<file path="config.mk">
export PLATFORM = sky130hd
export DESIGN_NAME = uart_slave_flat
export DESIGN_NICKNAME = d
export VERILOG_FILES = /design/src/rtl/uart_slave_pkg.sv /design/src/rtl/uart_slave_if.sv /design/src/rtl/uart_rx.sv /design/src/rtl/uart_slave.sv /design/src/flat_wrapper.sv
export SDC_FILE = /design/constraint.sdc
export NUM_CORES = 1
export LEC_CHECK = 0
export ABC_AREA = 1
export CORE_MARGIN = 10
export CORE_UTILIZATION = 31
export DETAILED_ROUTE_END_ITERATION = 10
export DONT_BUFFER_PORTS = 1
export PLACE_DENSITY_LB_ADDON = 0.15
export SYNTH_ARGS = -nofsm -noshare
export SYNTH_HDL_FRONTEND = slang
export SYNTH_HIERARCHICAL = 1
export SYNTH_SLANG_ARGS = --single-unit
export TNS_END_PERCENT = 100
</file>
<file path="constraint.sdc">
create_clock -name clk -period 3.07 [get_ports clk]
set_clock_uncertainty 0.15 [all_clocks]
set_input_delay 0.307 -clock clk [delete_from_list [all_inputs] [get_ports clk]]
set_output_delay 0.307 -clock clk [all_outputs]
set_load 0.02 [all_outputs]
</file>
<file path="src/rtl/uart_slave_pkg.sv">
// Shared constants, register map and state types for the RIB UART slave.
// Imported by the interface, the receiver and the top.
package uart_slave_pkg;

    localparam int unsigned CPU_WIDTH      = 32;
    localparam int unsigned UART_SLAVE_IDX = 3;   // RIB slave 3, region 0x3xxx_xxxx

    localparam logic [15:0] UART_DEFAULT_DIV = 16'd434;

    localparam logic [7:0] UART_CTRL   = 8'h00;
    localparam logic [7:0] UART_STATUS = 8'h04;
    localparam logic [7:0] UART_BAUD   = 8'h08;
    localparam logic [7:0] UART_TXDATA = 8'h0C;
    localparam logic [7:0] UART_RXDATA = 8'h10;

    localparam int unsigned CTRL_TX_EN     = 0;
    localparam int unsigned CTRL_RX_EN     = 1;
    localparam int unsigned CTRL_RX_IRQ_EN = 2;

    localparam int unsigned STATUS_TX_BUSY      = 0;
    localparam int unsigned STATUS_RX_VALID     = 1;
    localparam int unsigned STATUS_RX_OVERRUN   = 2;
    localparam int unsigned STATUS_RX_FRAME_ERR = 3;

    typedef enum logic [1:0] {TxIdle, TxStart, TxData, TxStop} tx_state_e;
    typedef enum logic [1:0] {RxIdle, RxStart, RxData, RxStop} rx_state_e;

    // Divisors below 2 would leave no room for a mid-bit sample point.
    function automatic logic [15:0] eff_div(input logic [15:0] baud);
        return (baud < 16'd2) ? 16'd2 : baud;
    endfunction

endpackage

</file>
<file path="src/rtl/uart_slave_if.sv">
// RIB slave-side bus bundle: address, write data, write strobe and registered read data.
interface uart_slave_if;
    import uart_slave_pkg::*;

    logic [CPU_WIDTH-1:0] addr_i;
    logic [CPU_WIDTH-1:0] data_i;
    logic                 we_i;
    logic [CPU_WIDTH-1:0] data_o;

    modport master (output addr_i, output data_i, output we_i, input data_o);
    modport slave  (input addr_i, input data_i, input we_i, output data_o);

endinterface

</file>
<file path="src/rtl/uart_rx.sv">
// 8N1 receiver: 2-flop synchronizer, falling-edge start detect and mid-bit sampling FSM.
// Emits the received byte with single-cycle valid / frame-error pulses.
module uart_rx
    import uart_slave_pkg::*;
(
    input  logic        clk,
    input  logic        rst,
    input  logic        rx_i,
    input  logic        rx_en,
    input  logic [15:0] div,
    output logic [7:0]  rx_byte,
    output logic        rx_valid,
    output logic        rx_frame_err
);

    logic sync_q1, sync_q2, prev_q;
    logic fall;

    always_ff @(posedge clk or posedge rst) begin
        if (rst) begin
            sync_q1 <= 1'b1;
            sync_q2 <= 1'b1;
            prev_q  <= 1'b1;
        end else begin
            sync_q1 <= rx_i;
            sync_q2 <= sync_q1;
            prev_q  <= sync_q2;
        end
    end

    assign fall = prev_q & ~sync_q2;

    rx_state_e   state_q, state_d;
    logic [15:0] cnt_q, cnt_d;
    logic [15:0] div_q, div_d;
    logic [2:0]  bit_q, bit_d;
    logic [7:0]  shift_q, shift_d;

    always_ff @(posedge clk or posedge rst) begin
        if (rst) begin
            state_q <= RxIdle;
            cnt_q   <= '0;
            div_q   <= 16'd2;
            bit_q   <= '0;
            shift_q <= '0;
        end else begin
            state_q <= state_d;
            cnt_q   <= cnt_d;
            div_q   <= div_d;
            bit_q   <= bit_d;
            shift_q <= shift_d;
        end
    end

    always_comb begin
        state_d      = state_q;
        cnt_d        = cnt_q + 16'd1;
        div_d        = div_q;
        bit_d        = bit_q;
        shift_d      = shift_q;
        rx_valid     = 1'b0;
        rx_frame_err = 1'b0;

        if (!rx_en) begin
            state_d = RxIdle;
            cnt_d   = '0;
        end else begin
            unique case (state_q)
                RxIdle: begin
                    cnt_d = '0;
                    if (fall) begin
                        state_d = RxStart;
                        div_d   = div;
                    end
                end
                RxStart: begin
                    // Half-bit check rejects glitches shorter than the start bit.
                    if (cnt_q == (div_q >> 1) - 16'd1) begin
                        cnt_d   = '0;
                        bit_d   = '0;
                        state_d = sync_q2 ? RxIdle : RxData;
                    end
                end
                RxData: begin
                    if (cnt_q == div_q - 16'd1) begin
                        cnt_d   = '0;
                        shift_d = {sync_q2, shift_q[7:1]};
                        bit_d   = bit_q + 3'd1;
                        if (bit_q == 3'd7) begin
                            state_d = RxStop;
                        end
                    end
                end
                RxStop: begin
                    if (cnt_q == div_q - 16'd1) begin
                        cnt_d   = '0;
                        state_d = RxIdle;
                        if (sync_q2) begin
                            rx_valid = 1'b1;
                        end else begin
                            rx_frame_err = 1'b1;
                        end
                    end
                end
                default: state_d = RxIdle;
            endcase
        end
    end

    assign rx_byte = shift_q;

endmodule

</file>
<file path="src/rtl/uart_slave.sv">
// Memory-mapped 8N1 UART on RIB slave 3: register file, read mux, TX shifter and
// a uart_rx instance. Read data is registered, returned one cycle after the address.
module uart_slave
    import uart_slave_pkg::*;
#(
    parameter logic [15:0] DEFAULT_DIV = UART_DEFAULT_DIV,
    parameter int unsigned ADDR_BITS   = 8
) (
    input  logic        clk,
    input  logic        rst,
    uart_slave_if.slave bus,
    output logic        tx_o,
    input  logic        rx_i,
    output logic        irq_o
);

    localparam logic [ADDR_BITS-1:0] OffCtrl   = ADDR_BITS'(UART_CTRL);
    localparam logic [ADDR_BITS-1:0] OffStatus = ADDR_BITS'(UART_STATUS);
    localparam logic [ADDR_BITS-1:0] OffBaud   = ADDR_BITS'(UART_BAUD);
    localparam logic [ADDR_BITS-1:0] OffTxdata = ADDR_BITS'(UART_TXDATA);
    localparam logic [ADDR_BITS-1:0] OffRxdata = ADDR_BITS'(UART_RXDATA);

    logic [ADDR_BITS-1:0] off;
    logic sel_ctrl, sel_status, sel_baud, sel_txdata, sel_rxdata;
    logic wr_ctrl, wr_status, wr_baud, wr_txdata;
    logic unused_bits;

    assign off        = bus.addr_i[ADDR_BITS-1:0];
    assign sel_ctrl   = (off == OffCtrl);
    assign sel_status = (off == OffStatus);
    assign sel_baud   = (off == OffBaud);
    assign sel_txdata = (off == OffTxdata);
    assign sel_rxdata = (off == OffRxdata);

    assign wr_ctrl    = bus.we_i & sel_ctrl;
    assign wr_status  = bus.we_i & sel_status;
    assign wr_baud    = bus.we_i & sel_baud;
    assign wr_txdata  = bus.we_i & sel_txdata;

    // Upper address bits alias the map; upper data bits have no backing storage.
    assign unused_bits = ^{bus.addr_i[CPU_WIDTH-1:ADDR_BITS], bus.data_i[CPU_WIDTH-1:16]};

    logic [2:0]           ctrl_q;
    logic [15:0]          baud_q;
    logic [7:0]           rx_data_q;
    logic                 rx_valid_q, rx_valid_d;
    logic                 rx_overrun_q, rx_overrun_d;
    logic                 rx_frame_err_q, rx_frame_err_d;
    logic [CPU_WIDTH-1:0] rdata_q, rdata_d;
    logic                 tx_busy;

    logic [7:0] rx_byte;
    logic       rx_done, rx_ferr;

    uart_rx u_rx (
        .clk          (clk),
        .rst          (rst),
        .rx_i         (rx_i),
        .rx_en        (ctrl_q[CTRL_RX_EN]),
        .div          (eff_div(baud_q)),
        .rx_byte      (rx_byte),
        .rx_valid     (rx_done),
        .rx_frame_err (rx_ferr)
    );

    // W1C first, hardware set afterwards so a same-cycle event is never lost.
    always_comb begin
        rx_valid_d     = rx_valid_q;
        rx_overrun_d   = rx_overrun_q;
        rx_frame_err_d = rx_frame_err_q;
        if (wr_status) begin
            if (bus.data_i[STATUS_RX_VALID])     rx_valid_d     = 1'b0;
            if (bus.data_i[STATUS_RX_OVERRUN])   rx_overrun_d   = 1'b0;
            if (bus.data_i[STATUS_RX_FRAME_ERR]) rx_frame_err_d = 1'b0;
        end
        if (rx_done) begin
            rx_valid_d = 1'b1;
            if (rx_valid_q) rx_overrun_d = 1'b1;
        end
        if (rx_ferr) rx_frame_err_d = 1'b1;
    end

    always_comb begin
        rdata_d = '0;
        if (sel_ctrl) begin
            rdata_d[2:0] = ctrl_q;
        end else if (sel_status) begin
            rdata_d[3:0] = {rx_frame_err_q, rx_overrun_q, rx_valid_q, tx_busy};
        end else if (sel_baud) begin
            rdata_d[15:0] = baud_q;
        end else if (sel_rxdata) begin
            rdata_d[7:0] = rx_data_q;
        end
    end

    always_ff @(posedge clk or posedge rst) begin
        if (rst) begin
            ctrl_q         <= '0;
            baud_q         <= DEFAULT_DIV;
            rx_data_q      <= '0;
            rx_valid_q     <= 1'b0;
            rx_overrun_q   <= 1'b0;
            rx_frame_err_q <= 1'b0;
            rdata_q        <= '0;
        end else begin
            if (wr_ctrl) ctrl_q <= bus.data_i[2:0];
            if (wr_baud) baud_q <= bus.data_i[15:0];
            if (rx_done) rx_data_q <= rx_byte;
            rx_valid_q     <= rx_valid_d;
            rx_overrun_q   <= rx_overrun_d;
            rx_frame_err_q <= rx_frame_err_d;
            rdata_q        <= rdata_d;
        end
    end

    assign bus.data_o = rdata_q;
    assign irq_o      = rx_valid_q & ctrl_q[CTRL_RX_IRQ_EN];

    tx_state_e   tx_state_q, tx_state_d;
    logic [15:0] tx_cnt_q, tx_cnt_d;
    logic [15:0] tx_div_q, tx_div_d;
    logic [7:0]  tx_shift_q, tx_shift_d;
    logic [2:0]  tx_bit_q, tx_bit_d;
    logic        tx_start;

    assign tx_busy  = (tx_state_q != TxIdle);
    assign tx_start = wr_txdata & ctrl_q[CTRL_TX_EN] & ~tx_busy;

    always_ff @(posedge clk or posedge rst) begin
        if (rst) begin
            tx_state_q <= TxIdle;
            tx_cnt_q   <= '0;
            tx_div_q   <= 16'd2;
            tx_shift_q <= '0;
            tx_bit_q   <= '0;
        end else begin
            tx_state_q <= tx_state_d;
            tx_cnt_q   <= tx_cnt_d;
            tx_div_q   <= tx_div_d;
            tx_shift_q <= tx_shift_d;
            tx_bit_q   <= tx_bit_d;
        end
    end

    always_comb begin
        tx_state_d = tx_state_q;
        tx_cnt_d   = tx_cnt_q + 16'd1;
        tx_div_d   = tx_div_q;
        tx_shift_d = tx_shift_q;
        tx_bit_d   = tx_bit_q;
        tx_o       = 1'b1;
        unique case (tx_state_q)
            TxIdle: begin
                tx_cnt_d = '0;
                if (tx_start) begin
                    tx_state_d = TxStart;
                    tx_div_d   = eff_div(baud_q);
                    tx_shift_d = bus.data_i[7:0];
                end
            end
            TxStart: begin
                tx_o = 1'b0;
                if (tx_cnt_q == tx_div_q - 16'd1) begin
                    tx_cnt_d   = '0;
                    tx_bit_d   = '0;
                    tx_state_d = TxData;
                end
            end
            TxData: begin
                tx_o = tx_shift_q[0];
                if (tx_cnt_q == tx_div_q - 16'd1) begin
                    tx_cnt_d   = '0;
                    tx_shift_d = {1'b0, tx_shift_q[7:1]};
                    tx_bit_d   = tx_bit_q + 3'd1;
                    if (tx_bit_q == 3'd7) tx_state_d = TxStop;
                end
            end
            TxStop: begin
                if (tx_cnt_q == tx_div_q - 16'd1) begin
                    tx_cnt_d   = '0;
                    tx_state_d = TxIdle;
                end
            end
            default: tx_state_d = TxIdle;
        endcase
    end

endmodule

</file>
<file path="src/flat_wrapper.sv">
// flat-port wrapper written by rule: the top's interface ports become plain ports
module uart_slave_flat import uart_slave_pkg::*;
#(
    parameter logic [15:0] DEFAULT_DIV = UART_DEFAULT_DIV,
    parameter int unsigned ADDR_BITS   = 8
)
  (clk, rst, tx_o, rx_i, irq_o, bus_addr_i, bus_data_i, bus_we_i, bus_data_o);
  uart_slave_if bus_i ();
  input  logic clk;
  input  logic rst;
  output logic tx_o;
  input  logic rx_i;
  output logic irq_o;
  input wire logic [$bits(bus_i.addr_i)-1:0] bus_addr_i;
  input wire logic [$bits(bus_i.data_i)-1:0] bus_data_i;
  input wire logic [$bits(bus_i.we_i)-1:0] bus_we_i;
  output wire logic [$bits(bus_i.data_o)-1:0] bus_data_o;
  assign bus_i.addr_i = bus_addr_i;
  assign bus_i.data_i = bus_data_i;
  assign bus_i.we_i = bus_we_i;
  assign bus_data_o = bus_i.data_o;
  uart_slave #(.DEFAULT_DIV(DEFAULT_DIV), .ADDR_BITS(ADDR_BITS)) u_core (.clk(clk), .rst(rst), .bus(bus_i), .tx_o(tx_o), .rx_i(rx_i), .irq_o(irq_o));
endmodule
</file>
# [Word-level counts from Yosys, hierarchy flattened]
# Index checks and enable logic that the tools add are counted.
[totals] regBits=139 inputBits=68 wordCells=144
[classes] addsub=7 magnitude_cmp=1 n_eq_ne=27 n_mux=56 n_bitwise=10 reduce_logical=23
[ops] operator="$mux 16" count=5
[ops] operator="$eq 16x16->1" count=3
[ops] operator="$pmux 16 s3" count=1
[ops] operator="$mux 8" count=5
[ops] operator="$add 16x1->16 const B" count=2
[ops] operator="$pmux 16 s2" count=1
[ops] operator="$sub 16x1->16 const B" count=2
[ops] operator="$mux 2" count=12
[ops] operator="$mux 1" count=18
[ops] operator="$eq 8x4->1 const B" count=2
[ops] operator="$lt 16x2->1 const B" count=1
[ops] operator="$pmux 2 s4" count=2
[ops] operator="$pmux 8 s2" count=1
[ops] operator="$reduce_bool 2->1" count=8
[ops] operator="$sub 15x1->16 const B" count=1
[ops] operator="$mux 3" count=5
[ops] operator="$ne 3x3->1 const B" count=5
[ops] operator="$mux 13" count=1
[ops] operator="$mux 12" count=1
[ops] operator="$pmux 3 s2" count=2
[ops] operator="$reduce_and 3->1" count=4
[ops] operator="$ne 2x1->1 const B" count=5
[ops] operator="$reduce_and 5->1" count=2
[ops] operator="$and 1x1->1" count=8
[ops] operator="other kinds (16)" count=27

# [Depth between registers and ports, before layout]
# Gate-level depths: netlist of run 1.
[logic_depth] word_depth=7 mapped_depth=18 ltp_nobuf=18

# [Hierarchy]
# Netlist of run 1, hierarchy kept.
[by_module_without_submodules] mod="uart_slave" n_inst=1 cells_per_inst=613 area_each_um2=4917.2
[by_module_without_submodules] mod="uart_rx" n_inst=1 cells_per_inst=533 area_each_um2=3756.1

# [Least setup slack after synthesis of run 1]
# OpenSTA, ideal clock, no wires.
[synth_timing] path_type="register -> register" from="register u_core.u_rx.div_q[1]" to="register u_core.rx_data_q[0]" arrival_time_ps=2332 t_required_ps=2837 path_slack_ps=506 stages_incl_launch_ff=18 n_path_buf=2 period_less_slack_ps=2564 path_cell_list="dfstp_2 -> inv_1 -> ha_1 -> inv_2 -> nor2_4 -> inv_2 -> nor2_8 -> nand2_1 -> nand2_1 -> nand3_1 -> nand4_1 -> nor2_1 -> nand2_1 -> nor3_1 -> clkbuf_1 -> clkbuf_1 -> nand2_1 -> o21ai_0"
[synth_via] elab_chain_cells=5
[synth_lines] element="start: declaration" line_no="uart_rx.sv:35" rtl="logic [15:0] div_q, div_d;"
[synth_lines] element="start signal: assignment" line_no="uart_rx.sv:49" rtl="div_q <= div_d;"
[synth_lines] element="$sub 16x1->16" line_no="uart_rx.sv:95" rtl="if (cnt_q == div_q - 16'd1) begin"
[synth_lines] element="$eq 16x16->1" line_no="uart_rx.sv:95"
[synth_lines] element="$mux 1" line_no="uart_rx.sv:95"
[synth_lines] element="$mux 1" line_no="uart_rx.sv:68" rtl="unique case (state_q)"
[synth_lines] element="$mux 1" line_no="uart_rx.sv:64" rtl="if (!rx_en) begin"
[synth_lines] element="net u_core.rx_done" line_no="uart_slave.sv:53" rtl="logic rx_done, rx_ferr;"
[synth_lines] element="end signal: assignment" line_no="uart_slave.sv:108" rtl="if (rx_done) rx_data_q <= rx_byte;"
[synth_lines] element="end: declaration" line_no="uart_slave.sv:45" rtl="logic [7:0] rx_data_q;"
# The timed path passes the listed nets, and every way through them passes these cells.
# A chain may end at the register's enable or synchronous reset.

# [Worst setup path after layout of run 1]
[layout_timing] from="register u_core.u_rx.div_q[1]" to="register u_core.u_rx.shift_q[0], in the netlist u_core/u_rx/rx_byte[0]"
[layout_via] elab_chain_cells=3
[layout_lines] element="$sub 16x1->16" line_no="uart_rx.sv:85" rtl="if (cnt_q == div_q - 16'd1) begin"
[layout_lines] element="$eq 16x16->1" line_no="uart_rx.sv:85"
[layout_lines] element="$reduce_and 3->1 (no source line)"
[layout_lines] element="end signal: assignment" line_no="uart_rx.sv:51" rtl="shift_q <= shift_d;"
[layout_lines] element="end: declaration" line_no="uart_rx.sv:37" rtl="logic [7:0] shift_q, shift_d;"
# No other way between the ends.

==> results.sh, run 1 <==
export IMPL_status="finished, final reports clean"
export IMPL_netlist_top_cells_count="nand2_1, inv_1, dfrtp_1"
export IMPL_tightest_slew_ps=1080
export IMPL_cap_violations=0
export IMPL_routed_via_density=4.62
export IMPL_power_density_nw_per_um2=569
export IMPL_crit_path_max_fanout=7
export IMPL_crit_path_end_kind="flop"
export IMPL_final_min_clock_period_ps=2780
export IMPL_dp_hpwl_mm=18.3
export IMPL_synth_edf_count=0
export IMPL_htree_levels=4
export IMPL_syn_instance_count=1146
export IMPL_cts_made_buffers=17
export IMPL_period_share_pct=90.7
export IMPL_max_stage_delay_ps=530
export IMPL_hold_slack_ps=53.1
export IMPL_relSlewSlack_pct=28.0
export IMPL_max_freq_ghz=0.359
export IMPL_clk_latency_ps=420
export IMPL_ant_nets=0
export IMPL_synth_warnings=6
export IMPL_grt_max_degree=51
export IMPL_cts_buffer_depth=2
export IMPL_vias=7172
export IMPL_yosysTopAreaCell="dfrtp_1"
export IMPL_postLayoutCellArea_um2=9840
export IMPL_dpl_cell_area_um2=9040
export IMPL_ys_ff_latch=139
export IMPL_grt_ovfl_total=0
export IMPL_clk_pin_slew_ps=70
export IMPL_postCtsSetupBuffers=0
export IMPL_num_io_pins=102
export IMPL_avgSynthCellArea_um2=7.57
export IMPL_drc=0
export IMPL_crit_chain="inv_1 > ha_1 > nand2_2 > inv_1 > nand2_1 > nand3_1 > nor3_1 > nand3_1 > nor2_1 > nand2_1 > nor2_2 > nand3_2 > buf_4 > nand2_1 > o21ai_1"
export IMPL_grt_pass1_vias=7086
export IMPL_die_w_um=187
export IMPL_fillers=2914
export IMPL_grt_setup_unrepaired="false"
export IMPL_io_buffers=0
export IMPL_synth_top_flop_cell="dfrtp_1"
export IMPL_final_max_slew_viol_count=0
export IMPL_place_congestion=0.883
export IMPL_setup_violations=0
export IMPL_areaGrowthSynthToFinish_pct=13.4
export IMPL_die_area_um2=35100
export IMPL_synth_area_leaders="dfrtp_1, nand2_1, inv_1"
export IMPL_worstSetupPathType="flop to flop"
export IMPL_totalPowerFinal_mw=5.59
export IMPL_crit_top_cell="nand2_1"
export IMPL_crit_required_ps=3230
export IMPL_clock_sinks=139
export IMPL_antenna_found_initial=2
export IMPL_rows=61
export IMPL_drive_gt1_share_pct=13.1
export IMPL_power_leakage_nw=4.78
export IMPL_synth_most_common_cell="nand2_1"
export IMPL_fin_nets=1244
export IMPL_drt_first_pass_iters=4
export IMPL_fin_tns_setup_ps=0
export IMPL_synthArstFlopShare_pct=100
export IMPL_tritoncts="built"
export IMPL_wirelength_mm=23.6
export IMPL_core_um2=27700
export IMPL_synth_seq_area_share_pct=40.2
export IMPL_grtUsageTotal_pct=13.7
export IMPL_synth_cell_types=53
export IMPL_synth_top_area_share_pct=37.2
export IMPL_netlist_area_um2=8670
export IMPL_root_buffer="clkbuf_16"
export IMPL_critPathArrivalTime_ps=2940
export IMPL_floorplan_initialDensity_pct=31.3
export IMPL_grt_pass1_wl_mm=38.8
export IMPL_start_kind="flop"
export IMPL_crit_path_top_delay_cell="dfstp_2"
export IMPL_final_hold_viol_count=0
export IMPL_dieHeight_um=187
export IMPL_wl_per_cell_um=15.2
export IMPL_peakVddDrop_v=0.000336
export IMPL_hold_class="input pin to flop"
export IMPL_drt_initial_drc_count=471
-- placed cells by master, fill, tap and decap left out, types with 14 or more instances in the layout --
| cell type | netlist | final |
|---|---|---|
| nand2_1 | 302 | 302 |
| clkbuf_16 | 0 | 17 |
| a21oi_1 | 28 | 28 |
| nor2_2 | 21 | 21 |
| nand3_1 | 68 | 68 |
| xnor2_1 | 18 | 18 |
| xor2_1 | 27 | 27 |
| nor2_4 | 14 | 14 |
| dlygate4sd3_1 | 0 | 20 |
| inv_1 | 135 | 133 |
| nor3_1 | 15 | 14 |
| nor3b_1 | 14 | 14 |
| o21ai_0 | 51 | 51 |
| nand4_1 | 23 | 23 |
| dfrtp_1 | 129 | 129 |
| nor2_1 | 119 | 119 |
| conb_1 | 1 | 16 |
-- cell type report --
cell class                      count  area, um^2  share of cell area [%]
Inverter                          144         543                    5.52
Timing Repair Buffer               34         318                    3.23
Multi-Input combinational cell    826        4420                    44.9
Antenna cell                        1        2.50                  0.0254
Clock inverter                     12         129                    1.31
Sequential cell                   139        3490                    35.5
Clock buffer                       20         467                    4.74
Tap cell                          378         473                    4.81
-- what timing repair did --
| item | in CTS | in global routing |
|---|---|---|
| hold buffers | 20 | 0 |
| endpoints found under the hold margin | 112 | 0 |
| setup endpoints to repair | 0 | 1 |
| resized for setup | 0 | 1 |
-- worst max-delay path: cells and delay by family (launching register included) --
family,cells,cell delay (ps)
compound gates,1,50
fa+ha+maj,1,230
buf+inv,3,420
flops,1,530
simple gates,10,1290
-- worst paths after layout --
kind | from | to | slack (ps) | cells after the start
setup reg to reg | u_core/u_rx/div_q[1]$_DFFE_PP1P_ | u_core/u_rx/rx_byte[0]$_DFFE_PP0P_ | 290 | 15
hold reg to reg | u_core/u_rx/sync_q1$_DFF_PP1_ | u_core/u_rx/sync_q2$_DFF_PP1_ | 210 | 0
max in group asynchronous | rst | u_core/u_rx/div_q[12]$_DFFE_PP0P_ | 1570 | 2
setup / recovery | u_core/u_rx/div_q[1]$_DFFE_PP1P_ | u_core/u_rx/rx_byte[0]$_DFFE_PP0P_ | 290 | 15
min in group asynchronous | rst | u_core/bus.data_o[5]$_DFF_PP0_ | 330 | 2
hold / removal | bus_addr_i[3] | u_core/bus.data_o[12]$_DFF_PP0_ | 50 | 2
-- logic make-up (layout without fill, tap and decap cells) --
| group | Yosys count | count (layout) | synth area share [%] |
|---|---|---|---|
| muxes | 8 | 8 | 0.995 |
| adders and majority gates | 14 | 14 | 2.02 |
| buffers and inverters | 196 | 210 | 9.56 |
| and+or+nand+nor | 631 | 631 | 34.8 |
| other | 1 | 17 | 0.0432 |
| AOI/OAI and AO/OA | 110 | 110 | 7.39 |
| xor gates and xnor gates | 47 | 47 | 4.99 |
| DFF | 139 | 139 | 40.2 |
-- sequential cells by signal, summed over array words and instances, names as in the netlist --
signal,count
u_core/baud_q,16
u_core/bus.data_o,16
u_core/ctrl_q,3
u_core/rx_data_q,8
u_core/rx_frame_err_q,1
u_core/rx_overrun_q,1
u_core/rx_valid_q,1
u_core/tx_bit_q,3
u_core/tx_cnt_q,16
u_core/tx_div_q,16
u_core/tx_shift_q,8
u_core/tx_state_q,2
u_core/u_rx/bit_q,3
u_core/u_rx/cnt_q,16
u_core/u_rx/div_q,16
u_core/u_rx/prev_q,1
u_core/u_rx/rx_byte,8
u_core/u_rx/state_q,2
u_core/u_rx/sync_q1,1
u_core/u_rx/sync_q2,1
-- layer usage --
| layer | GRT usage, % | share of wire [%] | vias up |
|---|---|---|---|
| li1 | - | - | 3636 |
| met1 | 18.6 | 49 | 3414 |
| met2 | 21.7 | 46 | 104 |
| met3 | 2.42 | 3.3 | 16 |
| met4 | 3.85 | 1.0 | 2 |
| met5 | 0 | 0.055 | - |
-- where the power goes --
group / leakage, nW / switching, mW / total, mW / internal, mW
sequential: 1.78 / 0.131 / 2.04 / 1.91
clock: 0.293 / 0.880 / 2.09 / 1.21
combinational: 2.71 / 0.969 / 1.46 / 0.494
-- stage by stage --
step | std cells | utilization (%) | setup WS [ps]
after global routing | 1554 | 35.5 | 24.8
after detailed placement | 1501 | 32.6 | 314
final | 1554 | 35.5 | 286
after CTS | 1553 | 35.5 | 295
after global placement | 1501 | 32.6 | 271
after floorplan | 1161 | - | 259
(Power assumes the default switching activity.)
==> inputs of run 2 (changes only) <==
--- a/config.mk
+++ b/config.mk
@@ -10,9 +10,7 @@
 export CORE_UTILIZATION = 31
 export DETAILED_ROUTE_END_ITERATION = 10
 export DONT_BUFFER_PORTS = 1
-export PLACE_DENSITY_LB_ADDON = 0.15
 export SYNTH_ARGS = -nofsm -noshare
 export SYNTH_HDL_FRONTEND = slang
-export SYNTH_HIERARCHICAL = 1
 export SYNTH_SLANG_ARGS = --single-unit
 export TNS_END_PERCENT = 100
==> run 2 against run 1 <==
Setup slack improved by 13 ps. Via count shrank 9.0%. Synthesized cell count shrank 8.4%. Critical path type unchanged. Non-clock buffer count shrank 7. Highest routed layer is now met4. First-iteration DRC count rose by 9.1%. Critical endpoint is now u_core.u_rx.cnt_q[15]$_DFF_PP0_.
==> results.sh, run 2 <==
export IMPL_status="finished, final reports clean"
export IMPL_dp_hpwl_mm=14.6
export IMPL_internal_power_mw=3.75
export IMPL_antenna_cells=0
export IMPL_antenna_found_initial=0
export IMPL_wirelength_mm=19.4
export IMPL_p_seq_share_pct=37.2
export IMPL_num_io_pins=102
export IMPL_grtUsageTotal_pct=12.0
export IMPL_drt_initial_drc_count=514
export IMPL_synth_warnings=0
export IMPL_pwr_share_clk_pct=38.2
export IMPL_netlist_top_cells_count="nand2_1, dfrtp_1, inv_1"
export IMPL_grt_pass1_vias=6452
export IMPL_dieHeight_um=181
export IMPL_grt_ovfl_total=0
export IMPL_period_share_pct=90.2
export IMPL_clk_latency_ps=420
export IMPL_synth_edf_count=0
export IMPL_rows=58
export IMPL_synth_top_area_share_pct=40.1
export IMPL_synth_most_common_cell="nand2_1"
export IMPL_io_buffers=0
export IMPL_final_cell_mix="nand2_1, dfrtp_1, inv_1"
export IMPL_critPathArrivalTime_ps=2920
export IMPL_max_freq_ghz=0.361
export IMPL_peakVddDrop_v=0.000460
export IMPL_worstSetupPathType="flop to flop"
export IMPL_cts_buffer_depth=2
export IMPL_relSlewSlack_pct=57.1
export IMPL_grt_max_degree=51
export IMPL_synthArstFlopShare_pct=100
export IMPL_setup_violations=0
export IMPL_wl_per_cell_um=13.7
export IMPL_synth_top_flop_cell="dfrtp_1"
export IMPL_grt_setup_unrepaired="false"
export IMPL_drt_first_pass_iters=5
export IMPL_cts_made_buffers=17
export IMPL_ant_nets=0
export IMPL_final_hold_viol_count=0
export IMPL_dp_worst_setup_slack_ps=314
export IMPL_routed_via_density=4.61
export IMPL_vias=6528
export IMPL_p_sw_mw=1.92
export IMPL_syn_instance_count=1050
export IMPL_power_leakage_nw=4.56
export IMPL_grt_pass1_wl_mm=32.8
export IMPL_power_frac_comb_pct=24.6
export IMPL_setup_ws_ps=299
export IMPL_drive_gt1_share_pct=10.1
export IMPL_dpl_cell_count=1366
export IMPL_crit_path_max_fanout=16
export IMPL_instances_no_fill=1417
export IMPL_synth_area_leaders="dfrtp_1, nand2_1, inv_1"
export IMPL_place_congestion=0.902
export IMPL_root_buffer="clkbuf_16"
export IMPL_tightest_slew_ps=643
export IMPL_clk_pin_slew_ps=60
export IMPL_layout_commonest_cell="nand2_1"
export IMPL_netlist_area_um2=8040
export IMPL_fillers=2602
export IMPL_avgSynthCellArea_um2=7.66
export IMPL_cts_resized=0
export IMPL_final_min_clock_period_ps=2770
export IMPL_start_kind="flop"
export IMPL_synth_cell_types=45
export IMPL_hold_class="input pin to flop"
export IMPL_tritoncts="built"
export IMPL_htree_levels=4
export IMPL_drc=0
export IMPL_yosysTopAreaCell="dfrtp_1"
export IMPL_die_area_um2=32800
export IMPL_final_max_slew_viol_count=0
export IMPL_ys_ff_latch=139
export IMPL_swShare_pct=33.8
export IMPL_crit_path_end_kind="flop"
export IMPL_synth_seq_area_share_pct=43.4
export IMPL_clock_sinks=139
export IMPL_die_w_um=181
export IMPL_cap_violations=0
export IMPL_areaGrowthSynthToFinish_pct=14.1
export IMPL_power_density_nw_per_um2=618
export IMPL_floorplan_initialDensity_pct=31.8
export IMPL_fin_nets=1156
export IMPL_core_um2=25300
export IMPL_fin_tns_setup_ps=0
export IMPL_crit_required_ps=3210
-- run 2: changes by cell type after synthesis, moves of 10 or more --
cell	previous run	this run
clkbuf_1	29	13
nor3b_1	14	2
xor2_1	27	38
nor2_1	119	109
nor2_2	21	7
nand2_1	302	278
o21ai_0	51	64
-- run 2: logic make-up after synthesis --
group           count (synthesis)  synth area share [%]
mux                             3                 0.420
simple gates                  546                  29.9
flops                         139                  43.4
buf+inv                       167                  8.98
fa+ha+maj                      14                  2.18
compound gates                119                  8.28
xor+xnor                       61                  6.81
other cells                     1                0.0466
-- run 2: worst max-delay path: stages (launching register included) --
cell	delay, ps
dfrtp_1	410
inv_1	170
ha_1	250
nand2_1	160
nor2_2	220
nand2_1	70
nand2_1	70
nand2_1	50
nand2_1	100
nand3_1	80
nor2_1	100
nand3_1	210
nand2_1	140
nand2_1	70
nand2_2	280
nor2_1	90
-- run 2: final timing paths --
check / start / end / slack [ps] / cells after the start
setup reg to reg: u_core.u_rx.div_q[0]$_DFFE_PP0P_ / u_core.u_rx.cnt_q[15]$_DFF_PP0_ / 300 / 15
max in group asynchronous: rst / u_core.baud_q[8]$_DFFE_PP1P_ / 1710 / 3
hold reg to reg: u_core.u_rx.sync_q1$_DFF_PP1_ / u_core.u_rx.sync_q2$_DFF_PP1_ / 210 / 0
min in group asynchronous: rst / u_core.tx_state_q[1]$_DFFE_PP0P_ / 300 / 2
setup / recovery: u_core.u_rx.div_q[0]$_DFFE_PP0P_ / u_core.u_rx.cnt_q[15]$_DFF_PP0_ / 300 / 15
hold / removal: bus_addr_i[2] / u_core.bus.data_o[2]$_DFF_PP0_ / 30 / 3
-- run 2: timing repair --
action / 4_1_cts / 5_1_grt
buffers inserted: 0 / 0
endpoints found under the hold margin: 46 / 0
hold buffers: 19 / 0
-- run 2: cell type report --
class / count / area [um^2] / area share [%]
multi-input combinational: 759 / 3890 / 42.4
clock buffer: 18 / 429 / 4.68
sequential: 139 / 3490 / 38.0
inverter: 130 / 492 / 5.36
tap: 330 / 413 / 4.50
clock inverter: 14 / 185 / 2.02
timing repair buffer: 27 / 275 / 3.00
-- run 2: per-stage QoR --
| stage | utilization (%) | hold WS (ps) | total power [mW] | cell area [um^2] |
|---|---|---|---|---|
| final | 36.2 | 27.8 | 5.67 | 9180 |
| after global routing | 36.2 | 30.3 | 6.04 | 9180 |
| after CTS | 36.2 | 7.61 | 5.72 | 9180 |
| after detailed placement | 33.1 | 147 | 3.52 | 8370 |
| after global placement | 33.1 | 137 | 3.50 | 8370 |
| after floorplan | - | 161 | 3.23 | 8100 |
-- run 2: power groups by stage --
stage	clock [mW]	sequential, mW	combinational [mW]
2_1_floorplan	0	2.10	1.13
3_3_place_gp	0	2.14	1.36
3_5_place_dp	0	2.15	1.37
4_1_cts	2.20	2.11	1.40
5_1_grt	2.29	2.13	1.62
6_report	2.17	2.11	1.39
-- run 2: routing by layer --
| layer | up-vias | share of wire [%] | track usage [%] | routed length [um] |
|---|---|---|---|---|
| met2 | 117 | 47 | 19.6 | 9070 |
| met5 | - | 0 | 0 | 0 |
| met4 | 0 | 1.0 | 3.03 | 201 |
| li1 | 3353 | - | - | - |
| met1 | 3045 | 48 | 15.6 | 9300 |
| met3 | 13 | 4.1 | 2.52 | 785 |
